==> config.mk <==
export PLATFORM = sky130hd
export DESIGN_NAME = data_ram_responder
export DESIGN_NICKNAME = d
export VERILOG_FILES = /design/src/rtl/data_ram_responder.sv
export SDC_FILE = /design/constraint.sdc
export NUM_CORES = 1
export LEC_CHECK = 0
export ABC_AREA = 1
export BUFFER_PORTS_ARGS = -buffer_cell sky130_fd_sc_hd__clkbuf_2
export CORE_MARGIN = 1.5
export CORE_UTILIZATION = 43
export DETAILED_ROUTE_END_ITERATION = 12
export GPL_TIMING_DRIVEN = 0
export PLACE_DENSITY = 0.77
export SETUP_SLACK_MARGIN = 0.2
export SYNTH_ARGS = -nofsm -noshare
export SYNTH_HDL_FRONTEND = slang
export SYNTH_SLANG_ARGS = --single-unit
==> constraint.sdc <==
create_clock -name clk -period 3.6 [get_ports clk]
set_input_delay 0.36 -clock clk [delete_from_list [all_inputs] [get_ports clk]]
set_output_delay 0.36 -clock clk [all_outputs]
set_load 0.01 [all_outputs]
==> src/rtl/data_ram_responder.sv <==
// data_ram_responder
//   Responder side of the core's data-memory interface. Loads are served from
//   a single-port synchronous BRAM with one stall cycle covering the read
//   latency. Stores are posted into a one-entry write buffer that drains
//   whenever the port is free. Loads see buffered bytes through forwarding.
//
// Ports
//   clk, rst            system clock, synchronous active-high reset
//   ram_load_en/addr    load request (held by the core while ram_stall=1)
//   ram_load_data       right-aligned load word, valid in the response cycle
//   ram_store_en/addr/data/width  store request (width 00 byte, 01 half, 10 word)
//   ram_stall           core must hold its request inputs this cycle
//   misaligned_fault    registered one-cycle pulse for an illegal store alignment/width
//   access_fault        registered one-cycle pulse for an access outside the window
//   mem_en/we/addr/wdata  BRAM port drive
//   mem_rdata           BRAM read data, valid the cycle after a read
module data_ram_responder #(
    parameter int          ADDR_WIDTH = 12,
    parameter logic [31:0] BASE_ADDR  = 32'h0000_0000
) (
    input  logic                  clk,
    input  logic                  rst,
    input  logic                  ram_load_en,
    input  logic [31:0]           ram_load_addr,
    output logic [31:0]           ram_load_data,
    input  logic                  ram_store_en,
    input  logic [31:0]           ram_store_addr,
    input  logic [31:0]           ram_store_data,
    input  logic [1:0]            ram_store_width,
    output logic                  ram_stall,
    output logic                  misaligned_fault,
    output logic                  access_fault,
    output logic                  mem_en,
    output logic [3:0]            mem_we,
    output logic [ADDR_WIDTH-1:0] mem_addr,
    output logic [31:0]           mem_wdata,
    input  logic [31:0]           mem_rdata
);

    localparam int HI = ADDR_WIDTH + 2;

    typedef enum logic {IDLE = 1'b0, LOAD_RESP = 1'b1} state_t;

    function automatic logic in_window(input logic [31:0] a);
        return a[31:HI] == BASE_ADDR[31:HI];
    endfunction

    function automatic logic [ADDR_WIDTH-1:0] word_idx(input logic [31:0] a);
        return a[HI-1:2];
    endfunction

    function automatic logic store_misaligned(input logic [1:0] width, input logic [1:0] off);
        case (width)
            2'b00:   return 1'b0;
            2'b01:   return off[0];
            2'b10:   return off != 2'b00;
            default: return 1'b1;
        endcase
    endfunction

    function automatic logic [3:0] store_be(input logic [1:0] width, input logic [1:0] off);
        case (width)
            2'b00:   return 4'b0001 << off;
            2'b01:   return 4'b0011 << off;
            default: return 4'b1111;
        endcase
    endfunction

    function automatic logic [31:0] store_wdata(input logic [1:0] width, input logic [31:0] d);
        case (width)
            2'b00:   return {4{d[7:0]}};
            2'b01:   return {2{d[15:0]}};
            default: return d;
        endcase
    endfunction

    function automatic logic [31:0] merge_lanes(input logic [31:0] r, input logic [31:0] w,
                                                input logic [3:0] be);
        logic [31:0] m;
        for (int b = 0; b < 4; b++) begin
            m[8*b +: 8] = be[b] ? w[8*b +: 8] : r[8*b +: 8];
        end
        return m;
    endfunction

    state_t                state;
    logic                  buf_valid;
    logic [ADDR_WIDTH-1:0] buf_idx;
    logic [3:0]            buf_be;
    logic [31:0]           buf_wdata;
    logic [ADDR_WIDTH-1:0] load_idx_p1;
    logic [1:0]            load_off_p1;

    logic load_issue, load_miss, drain;
    logic store_take, store_mis, store_miss, store_ok;
    logic [31:0] merged;

    // Request decode. Everything is gated by rst so nothing reaches the BRAM
    // while reset is held (a buffered store must be discarded, not drained).
    always_comb begin
        load_issue = !rst && (state == IDLE) && ram_load_en && in_window(ram_load_addr);
        load_miss  = !rst && (state == IDLE) && ram_load_en && !in_window(ram_load_addr);
        // A store colliding with a load issue while the buffer is full would also
        // stall, but that case is already covered since a load issue always stalls.
        ram_stall  = load_issue;
        store_take = !rst && ram_store_en && !ram_stall;
        store_mis  = store_take && store_misaligned(ram_store_width, ram_store_addr[1:0]);
        store_miss = store_take && !store_mis && !in_window(ram_store_addr);
        store_ok   = store_take && !store_mis && in_window(ram_store_addr);
        drain      = !rst && buf_valid && !load_issue;
    end

    // BRAM port: load issue has priority over draining the write buffer.
    always_comb begin
        mem_en    = 1'b0;
        mem_we    = 4'b0000;
        mem_addr  = '0;
        mem_wdata = 32'h0;
        if (load_issue) begin
            mem_en   = 1'b1;
            mem_addr = word_idx(ram_load_addr);
        end else if (drain) begin
            mem_en    = 1'b1;
            mem_we    = buf_be;
            mem_addr  = buf_idx;
            mem_wdata = buf_wdata;
        end
    end

    // Response stage: the buffer has not reached the BRAM yet if it is still
    // valid here, so its bytes override the read data for the same word.
    always_comb begin
        merged = mem_rdata;
        if (buf_valid && (buf_idx == load_idx_p1)) begin
            merged = merge_lanes(mem_rdata, buf_wdata, buf_be);
        end
        ram_load_data = 32'h0;
        if (!rst && (state == LOAD_RESP)) begin
            ram_load_data = merged >> {load_off_p1, 3'b000};
        end
    end

    always_ff @(posedge clk) begin
        if (rst) begin
            state            <= IDLE;
            buf_valid        <= 1'b0;
            misaligned_fault <= 1'b0;
            access_fault     <= 1'b0;
        end else begin
            case (state)
                IDLE:      if (load_issue) state <= LOAD_RESP;
                LOAD_RESP: state <= IDLE;
            endcase
            // A capture in the same cycle as a drain wins: the old entry is
            // being written this edge and the new store takes its place.
            if (store_ok) begin
                buf_valid <= 1'b1;
            end else if (drain) begin
                buf_valid <= 1'b0;
            end
            misaligned_fault <= store_mis;
            access_fault     <= load_miss | store_miss;
        end
    end

    // Issue -> response stage boundary, plus write-buffer payload.
    always_ff @(posedge clk) begin
        if (load_issue) begin
            load_idx_p1 <= word_idx(ram_load_addr);
            load_off_p1 <= ram_load_addr[1:0];
        end
        if (store_ok) begin
            buf_idx   <= word_idx(ram_store_addr);
            buf_be    <= store_be(ram_store_width, ram_store_addr[1:0]);
            buf_wdata <= store_wdata(ram_store_width, ram_store_data);
        end
    end

endmodule
==> Flow_metrics.wiki <==
{| class="wikitable"
! Metric !! Value
|-
| Status || completed
|-
| Syn nets || 840
|-
| Number of post-CTS setup repair buffers || 0
|-
| Relative contribution of the clock network to total power || 38.3%
|-
| Sequential share of power || between 50% and 60%
|-
| Total wire length after detailed routing || ~16000 um
|-
| Reg2Reg Capture Point || buf_wdata[4]
|-
| Arrival time of the worst setup path || 2.29 ns
|-
| First-pass GRT wire length || 24000 um
|-
| Number of cells traversed by the worst register-to-register path || 7
|-
| Buffer type at the clock tree root || sky130_fd_sc_hd__clkbuf_8
|-
| Proportion of synthesized chip area in sequential cells || approximately two fifths
|-
| Layout-stage area growth over the synthesis result || 31.3%
|-
| Unrepaired setup endpoints after global routing || no
|-
| Antenna Nets Post-Route || 0
|-
| Placer's final routability congestion estimate || slightly above 0.9
|-
| Synthesized instance count || 706
|-
| Via count || 5426
|-
| Data required, critical path || 3.24 ns
|-
| Transition at the pin with the smallest max-transition slack || ~0.75 ns
|-
| Die Wd || 109 um
|-
| Setup Viol. Count Final || 0
|-
| Total gr overflow || 0
|-
| CTS tree || yes
|-
| Via count of the first global-routing pass || 4898
|-
| Worst max-slew margin expressed relative to the limit || 49.8%
|-
| Hold_ws || 0.193 ns
|-
| Pin count of the biggest net entering global routing || 27
|-
| Placement Rows || 38
|-
| Kind of capture point of the worst setup path || output pin
|-
| Endpoint of the most critical setup path || ram_load_data[15]
|-
| Final Cycle Share || about three quarters
|-
| Worst Path Max Fanout || 10
|-
| Total clock buffers created by CTS || 9
|-
| Clock-pin slew on the worst setup and hold paths || 0.08 ns
|-
| Max H-tree Level || 3
|-
| Synthesis Warnings || 0
|-
| Synth Area in Adders || 0%
|-
| Biggest area consumer among synthesized cells || sky130_fd_sc_hd__edfxtp_1
|-
| Top achievable clock speed || 378 MHz
|-
| Pre-antenna DRT Iters || 5
|-
| Post-synthesis mux area share || 0%
|-
| Worst setup slack for register-to-register paths || 1.54 ns
|-
| Hold Vio Cnt, Final || 0
|-
| Leading post-synthesis cells by cell area || sky130_fd_sc_hd__edfxtp_1, sky130_fd_sc_hd__nand2_1, sky130_fd_sc_hd__nor2_1
|-
| Net count reported at finish || approximately 1100
|-
| Final-report max-slew violation count || 0
|-
| DRC Markers || 0
|-
| Initial core utilization || 44.1%
|-
| Netlist area before placement || 4790 um^2
|-
| Net switching power of the design || 0.000407 W
|-
| Port Buffers || 217
|-
| Most frequent standard cell in the layout excluding fill and tap cells || sky130_fd_sc_hd__nand2_1
|-
| Worst min-delay path class || in -> reg
|-
| Via density || about 5
|-
| Largest vdd supply drop || 0.000178 V
|-
| N_diodes || 0
|-
| Comb power frac || 10.9%
|-
| Area of the die || approximately 12000 um^2
|-
| Simple-gate area share of the yosys netlist || 40.9%
|-
| Overall global routing resource usage || 26.7%
|-
| Xor and xnor area share after synthesis || 0%
|-
| Core Region || between 10000 and 15000 um^2
|-
| Maximum count of clock buffers along a single path || 2
|-
| Sink Count || 66
|-
| Post-synthesis compound-gate area fraction || under 10%
|-
| Power density over cell area || 264 nW/um^2
|-
| Antenna violations before repair || 0
|-
| Most frequent cells in the layout || sky130_fd_sc_hd__nand2_1, sky130_fd_sc_hd__clkbuf_2, sky130_fd_sc_hd__nor2_1, sky130_fd_sc_hd__inv_1, sky130_fd_sc_hd__edfxtp_1
|-
| Number of storage elements in the synthesis netlist || 66
|-
| Layout Skew || 0.0135 ns
|-
| Worst-case setup slack after placement || 0.932 ns
|-
| Clock latency on the worst-skew pair || 0.34 ns
|-
| Switching fraction of total power || 24.6%
|-
| Main combinational cell family by area after synthesis || simple AND/OR/NAND/NOR gates
|-
| CP Launch Type || flop
|-
| Routed len/inst || about 15 um
|-
| Internal power contribution || 0.00125 W
|-
| Shortest period the worst path allows || between 2 and 3 ns
|-
| Height of the chip || 109 um
|-
| Setup ws final || between 0.9 and 1 ns
|-
| Launching element of the worst setup path || buf_idx[6]
|-
| Leakage power figure || 3.39 nW
|-
| R2R Path Start || state
|-
| Hold_buf cts || 0
|-
| I/O Pins || around 220
|-
| Share of Yosys cell area claimed by the top area cell type || around two fifths
|-
| Kind of critical path || reg -> out
|-
| Fraction of layout instances using a drive strength above 1 || a little under a third
|-
| Number of distinct library cell variants in the gate-level netlist after synthesis || 30
|-
| Post-CTS sizing || 0
|-
| HPWL reported at the end of detailed placement || 12800 um
|-
| Number of violations reported at the end of detailed-routing iteration 0 || 379
|-
| Average size of a mapped cell || 6.78 um^2
|-
| Max-cap viol count || 0
|}
layout make-up:
class	instances	area, um^2
multi-input combinational	507	2300
buffer	32	174
timing repair buffer	218	1110
fill	1063	4560
clock buffer	9	124
clock inverter	7	77.6
inverter	101	379
tap	140	175
sequential	66	1940
power by group through the flow:
stage	Clock [W]	Combinational, W	Sequential [W]
2_1_floorplan	0	0.0000730	0.000860
3_3_place_gp	0	0.000177	0.000859
3_5_place_dp	0	0.000180	0.000859
4_1_cts	0.000648	0.000181	0.000842
5_1_grt	0.000680	0.000203	0.000842
6_report	0.000634	0.000181	0.000842
synth_stat cells:
library cell / number
sky130_fd_sc_hd__a21oi_1: 10
sky130_fd_sc_hd__a31oi_1: 1
sky130_fd_sc_hd__and3_1: 2
sky130_fd_sc_hd__buf_1: 2
sky130_fd_sc_hd__buf_2: 7
sky130_fd_sc_hd__buf_4: 6
sky130_fd_sc_hd__buf_6: 3
sky130_fd_sc_hd__clkbuf_1: 14
sky130_fd_sc_hd__clkinv_1: 1
sky130_fd_sc_hd__dfxtp_1: 4
sky130_fd_sc_hd__edfxtp_1: 62
sky130_fd_sc_hd__inv_1: 94
sky130_fd_sc_hd__inv_2: 6
sky130_fd_sc_hd__nand2_1: 230
sky130_fd_sc_hd__nand2_2: 10
sky130_fd_sc_hd__nand3_1: 44
sky130_fd_sc_hd__nand3_2: 7
sky130_fd_sc_hd__nand3_4: 1
sky130_fd_sc_hd__nand4_1: 30
sky130_fd_sc_hd__nor2_1: 106
sky130_fd_sc_hd__nor2_2: 3
sky130_fd_sc_hd__nor2_4: 3
sky130_fd_sc_hd__nor2_8: 1
sky130_fd_sc_hd__nor3_1: 1
sky130_fd_sc_hd__nor4_1: 5
sky130_fd_sc_hd__nor4_2: 1
sky130_fd_sc_hd__o211ai_1: 8
sky130_fd_sc_hd__o21ai_0: 40
sky130_fd_sc_hd__o21ai_1: 3
sky130_fd_sc_hd__or2_0: 1
cell families after synthesis:
logic type | after synthesis
buf+inv | 133
simple gates | 445
flops | 66
compound gates | 62
state kept, by name (all words and copies together), names as in the netlist:
name              cells
access_fault          1
state                 1
buf_idx              12
misaligned_fault      1
buf_be                4
load_off_p1           2
load_idx_p1          12
buf_valid             1
buf_wdata            32
per-stage QoR:
stage | total power, W | TNS, ns | cell area, um^2 | instances | utilization (%)
3_3_place_gp | 0.00104 | -3.36 | 6050 | 1063 | 55.8
2_1_floorplan | 0.000933 | 0 | 4790 | 706 | -
5_1_grt | 0.00172 | 0 | 6280 | 1080 | 58.0
4_1_cts | 0.00167 | 0 | 6280 | 1080 | 58.0
6_report | 0.00166 | 0 | 6280 | 1080 | 58.0
3_5_place_dp | 0.00104 | 0 | 6080 | 1064 | 56.1
critical path, stage by stage, from the launching register on:
cell and delay (ns):
sky130_fd_sc_hd__edfxtp_1 0.41, sky130_fd_sc_hd__nand2_1 0.09, sky130_fd_sc_hd__nand2_1 0.08, sky130_fd_sc_hd__nor2_1 0.17
sky130_fd_sc_hd__nand2_2 0.11, sky130_fd_sc_hd__nor2_8 0.19, sky130_fd_sc_hd__nand3_4 0.14, sky130_fd_sc_hd__buf_6 0.19
sky130_fd_sc_hd__nand2_2 0.07, sky130_fd_sc_hd__nand3_2 0.09, sky130_fd_sc_hd__nand2_1 0.08, sky130_fd_sc_hd__nand2_1 0.06
sky130_fd_sc_hd__nor2_1 0.12, sky130_fd_sc_hd__clkbuf_2 0.15
worst min path at each step:
stage / depth (start not counted) / from / to
finish: 1 / ram_store_addr[10] / buf_idx[8]
global route: 1 / ram_store_addr[3] / buf_idx[1]
CTS: 1 / ram_store_addr[10] / buf_idx[8]
detailed placement: 1 / ram_store_addr[10] / buf_idx[8]
global placement: 1 / ram_load_addr[0] / load_off_p1[0]
floorplan: 1 / rst / misaligned_fault
routing by layer:
| metal | routed length (um) | global-route usage (%) | share of wire [%] |
|---|---|---|---|
| met1 | 6610 | 35.7 | 42 |
| met2 | 7520 | 45.1 | 48 |
| met3 | 1170 | 3.07 | 7.5 |
| met4 | 386 | 8.55 | 2.5 |
| met5 | 0 | 0 | 0 |
Power figures use the tool's default switching activity.
